$ cat config.mk
export PLATFORM = sky130hd
export DESIGN_NAME = alu_result_demux
export DESIGN_NICKNAME = d
export VERILOG_FILES = /design/src/rtl/alu_result_demux.sv
export SDC_FILE = /design/constraint.sdc
export NUM_CORES = 1
export LEC_CHECK = 0
export CAP_MARGIN = 20
export CORE_MARGIN = 3
export CORE_UTILIZATION = 44
export CTS_BUF_LIST = sky130_fd_sc_hd__clkbuf_8
export DETAILED_ROUTE_END_ITERATION = 10
export GPL_TIMING_DRIVEN = 0
export PLACE_DENSITY = 0.77
export SKIP_CTS_REPAIR_TIMING = 1
export SYNTH_ARGS = -nofsm -noshare
export SYNTH_HDL_FRONTEND = slang
export SYNTH_SLANG_ARGS = --single-unit
export TNS_END_PERCENT = 50
$ cat constraint.sdc
create_clock -name clk -period 3.42 [get_ports clk]
set_input_delay 0.684 -clock clk [delete_from_list [all_inputs] [get_ports clk]]
set_output_delay 0.684 -clock clk [all_outputs]
set_load 0.01 [all_outputs]
$ cat src/rtl/alu_result_demux.sv
// Registered 1:N write-back demux: routes one ALU result into one of NUM_DEST
// holding slots, with valid/ready back-pressure while the addressed slot is full.
module alu_result_demux #(
  parameter int WIDTH    = 32,
  parameter int NUM_DEST = 4,
  parameter int SEL_W    = 2
) (
  input  logic                      clk,
  input  logic                      rst_n,
  input  logic                      in_valid,
  output logic                      in_ready,
  input  logic [WIDTH-1:0]          in_data,
  input  logic [SEL_W-1:0]          in_sel,
  output logic [NUM_DEST-1:0]       out_valid,
  output logic [NUM_DEST*WIDTH-1:0] out_data,
  input  logic [NUM_DEST-1:0]       out_ack,
  output logic [7:0]                err_cnt
);

  logic [NUM_DEST-1:0]       valid_q, valid_d;
  logic [NUM_DEST*WIDTH-1:0] data_q, data_d;
  logic [7:0]                err_q, err_d;
  logic [NUM_DEST-1:0]       sel_hit;
  logic                      legal;
  logic                      slot_free;
  logic                      accept;

  function automatic logic [7:0] sat_inc8(input logic [7:0] v);
    sat_inc8 = (v == 8'hFF) ? v : v + 8'd1;
  endfunction

  // One-hot decode avoids indexing past NUM_DEST when the select is out of range.
  always_comb begin
    sel_hit = '0;
    for (int i = 0; i < NUM_DEST; i++) begin
      sel_hit[i] = (in_sel == SEL_W'(i));
    end
  end

  assign legal     = |sel_hit;
  assign slot_free = |(sel_hit & (~valid_q | out_ack));
  assign in_ready  = ~legal | slot_free;
  assign accept    = in_valid & in_ready;

  always_comb begin
    valid_d = valid_q;
    data_d  = data_q;
    err_d   = err_q;
    for (int i = 0; i < NUM_DEST; i++) begin
      if (out_ack[i]) begin
        valid_d[i] = 1'b0;
      end
      // An accept on the same edge as an ack wins, so the slot stays full.
      if (accept && sel_hit[i]) begin
        valid_d[i]                = 1'b1;
        data_d[i*WIDTH +: WIDTH]  = in_data;
      end
    end
    if (accept && !legal) begin
      err_d = sat_inc8(err_q);
    end
  end

  always_ff @(posedge clk) begin
    if (!rst_n) begin
      valid_q <= '0;
      data_q  <= '0;
      err_q   <= '0;
    end else begin
      valid_q <= valid_d;
      data_q  <= data_d;
      err_q   <= err_d;
    end
  end

  assign out_valid = valid_q;
  assign out_data  = data_q;
  assign err_cnt   = err_q;

endmodule

==> summary.md <==
| Metric | Value |
|---|---|
| Result of the run | `finished, final reports clean` |
| Number of register bits inferred by synthesis | `140` |
| Comb pwr share | `0.107` |
| Post-synthesis instance total | `around 490` |
| Headroom to the max-slew limit | `0.623` |
| Crit path capture type | `output pin` |
| Cell type of the slowest stage on the worst timing path | `sky130_fd_sc_hd__clkdlybuf4s50_1` |
| Setup TNS after final layout | `0 ps` |
| Row count | `38` |
| Synthesized net count | `526` |
| Worst Path Buf+Inv | `2` |
| Category of the critical setup timing path | `in2out` |
| Filler Cell Count | `895` |
| CP max stage delay | `roughly 630 ps` |
| # Max-Cap Violations | `0` |
| Non-filler cells, final | `837` |
| Finished layout cell area | `7480 um2` |
| Maximum clock insertion buffer count | `2` |
| Number of failing setup endpoints in the final timing report | `0` |
| Simple-Gate Fraction of Synth Area | `0.145` |
| Area of the core region | `11100 um2` |
| Required time reported for the critical path endpoint | `about 2700 ps` |
| Horizontal die dimension | `113 um` |
| Largest net degree at the start of global routing | `17` |
| Xor and xnor fraction of the mapped netlist area | `0` |
| Clock root cell | `sky130_fd_sc_hd__clkbuf_8` |
| Multiplexer share of the synthesized area | `0.257` |
| Number of enable flip-flop cells after synthesis | `0` |
| Via Count | `4104` |
| Yosys cell types | `19` |
| Post-synth top area share | `0.552` |
| Post-Route Hold Slack | `roughly 460 ps` |
| Per-cell via count in the routed design | `4.90` |
| Number of nets still failing antenna checks after routing | `0` |
| Clock Latency Late Sink | `420 ps` |
| Total I/O pin count | `182` |
| Category of cells accounting for the largest share of critical-path delay | `buffers and inverters` |
| Fraction of power consumed by the clock network | `0.401` |
| Dominant combinational cell family by area after synthesis | `multiplexers` |
| Placed Cells | `about 810` |
| Most used flip-flop cell after synthesis | `sky130_fd_sc_hd__dfxtp_1` |
| Avg WL per Cell | `roughly 16 um` |
| Post-Syn Area | `5080 um2` |
| Initial core utilization | `0.459` |
| Post-route clock period utilization | `0.890` |
| Number of nets at the end of the flow | `725` |
| Area after detailed placement | `between 7000 and 8000 um2` |
| Y dimension of the die | `113 um` |
| Vias in the first global route | `around 4200` |
| Number of buffers created by CTS | `17` |
| Share of synthesized cell area in full adder, half adder and majority cells | `0` |
| Largest vdd supply drop | `306 uV` |
| Max-slew violation count | `0` |
| Critical path's most frequent cell | `sky130_fd_sc_hd__clkdlybuf4s50_1` |
| Setup repair after global routing missed its margin | `false` |
| Proportion of layout cells with a drive suffix above 1 | `0.0789` |
| Count of input and output buffers | `180` |
| Maximum level of the CTS H-tree | `4` |
| Router iterations before antenna repair | `4` |
| Post-synth ARST share | `0` |
| Net Sw Frac | `0.241` |
| Critical path startpoint category | `input port` |
| HPWL Detailed | `10300 um` |
| Number of sinks driven by the clock tree | `140` |
| TritonCTS clock tree | `yes` |
| Internal cell power | `2.64 mW` |
| Reg power frac | `0.492` |
| Part of the Yosys area used for sequential elements | `0.552` |
| Die footprint | `~13000 um2` |
| Relative area change from synthesis to final layout | `47.3%` |
| Arrival time of the worst setup path | `between 2000 and 2500 ps` |
| Type of the worst min-delay path | `reg2reg` |
| Cell chain of the critical path | `clkdlybuf4s50_1, mux4_2, clkdlybuf4s50_1` |
| Switching power | `0.837 mW` |
| Maximum clock frequency | `roughly 330 MHz` |
| Dominant cell type by area after synthesis | `sky130_fd_sc_hd__dfxtp_1` |
| Largest cells by area after synthesis | `sky130_fd_sc_hd__dfxtp_1 55%, sky130_fd_sc_hd__mux2i_1 25%, sky130_fd_sc_hd__nand2_1 12%` |
| Iter 0 DRT Violations | `roughly 160` |
| Final critical path time including I/O delays and setup | `~3000 ps` |
| Clock input transition at the sequential cells of the worst setup and hold paths | `80 ps` |
| Placer congestion estimate | `around 0.8` |
| Global-route wire length before repair | `between 20000 and 25000 um` |
| Cell with the most instances after synthesis | `sky130_fd_sc_hd__nand2_1` |
| PD cells | `465 nW/um2` |
| Count of final hold-check violations | `0` |
| Mean area per synthesized cell | `10.5 um2` |
| Leakage power | `3.08 nW` |
| Final standard cell utilization of the core | `0.676` |
| DRC errors left | `0` |
| Setup clock skew after layout | `10.5 ps` |
| Top post-synthesis cells by count | `161 x sky130_fd_sc_hd__nand2_1, 140 x sky130_fd_sc_hd__dfxtp_1, 128 x sky130_fd_sc_hd__mux2i_1` |
| Slew at the pin with the worst max-slew slack | `566 ps` |
| Total GRT Usage | `0.217` |
| Peak fanout along the critical path | `5` |
| Number of antenna violations at the first check in global routing | `0` |
| Total detailed-routing wirelength | `13800 um` |
| Number of antenna diodes | `0` |
| Total grt overflow | `0` |
| Yosys warns | `0` |
| Synthesized-area fraction occupied by ao, oa, aoi and oai cells | `0.00591` |
-- path summary, 6_finish.rpt --
| check | from | endpoint | cells past startpoint | slack [ps] |
|---|---|---|---|---|
| max | in_sel[0] | in_ready | 3 | 380 |
| min | out_data[73]$_SDFFE_PN0P_ | out_data[73]$_SDFFE_PN0P_ | 2 | 460 |
| max reg2reg | out_valid[2]$_SDFFE_PN0P_ | out_data[74]$_SDFFE_PN0P_ | 4 | 1980 |
| min reg2reg | out_data[73]$_SDFFE_PN0P_ | out_data[73]$_SDFFE_PN0P_ | 2 | 460 |
-- area by class of cell --
type / instances / area (um2) / area share
Multi-Input combinational cell: 312 / 2070 / 0.277
Clock inverter: 13 / 166 / 0.0222
Buffer: 33 / 205 / 0.0274
Clock buffer: 19 / 262 / 0.0349
Timing Repair Buffer: 180 / 1800 / 0.241
Tap cell: 140 / 175 / 0.0234
Sequential cell: 140 / 2800 / 0.374
-- kinds of logic (layout without fill, tap and decap cells) --
kind of cell	after synthesis	count (layout)
compound gates	4	4
buf+inv	33	245
flops	140	140
mux	129	129
simple gates	179	179
-- power groups by stage --
stage,Sequential [mW],Combinational [mW],Clock [mW]
finish,1.71,0.371,1.39
global route,1.72,0.398,1.49
CTS,1.71,0.375,1.42
detailed placement,1.75,0.373,0
global placement,1.75,0.367,0
floorplan,1.77,0.143,0
-- state kept, by name, summed over array words and instances (netlist names) --
| signal | cells |
|---|---|
| out_valid | 4 |
| out_data | 128 |
| err_cnt | 8 |
-- metrics by stage --
| stage | setup WS (ps) | power (mW) |
|---|---|---|
| after global routing | 338 | 3.61 |
| after global placement | 395 | 2.12 |
| after detailed placement | 379 | 2.12 |
| final | 376 | 3.48 |
| after floorplan | 1390 | 1.92 |
| after CTS | 370 | 3.51 |
-- layer usage --
metal	track usage	vias to the layer above	routed length (um)
met5	0	-	0
met4	0.0785	0	258
met3	0.0679	19	1130
met2	0.354	141	6560
met1	0.272	1944	5830
li1	-	2000	-
-- cell usage in the layout, fill, tap and decap left out, types with 2 or more instances in the layout --
master / n
sky130_fd_sc_hd__bufinv_16: 3
sky130_fd_sc_hd__nor2b_1: 2
sky130_fd_sc_hd__clkinvlp_4: 5
sky130_fd_sc_hd__clkdlybuf4s50_1: 180
sky130_fd_sc_hd__and2_1: 8
sky130_fd_sc_hd__clkinv_4: 2
sky130_fd_sc_hd__clkbuf_1: 12
sky130_fd_sc_hd__o21a_1: 2
sky130_fd_sc_hd__clkbuf_8: 19
sky130_fd_sc_hd__buf_4: 4
sky130_fd_sc_hd__inv_6: 2
sky130_fd_sc_hd__buf_2: 11
sky130_fd_sc_hd__buf_6: 4
sky130_fd_sc_hd__nand2_1: 161
sky130_fd_sc_hd__dfxtp_1: 140
sky130_fd_sc_hd__mux2i_1: 128
sky130_fd_sc_hd__buf_8: 2
sky130_fd_sc_hd__nand2b_1: 4
-- tightest hold or removal path: stages (launching register included) --
cell	delay, ps
sky130_fd_sc_hd__dfxtp_1	310
sky130_fd_sc_hd__nand2_1	50
sky130_fd_sc_hd__mux2i_1	50
(Power assumes the default switching activity.)
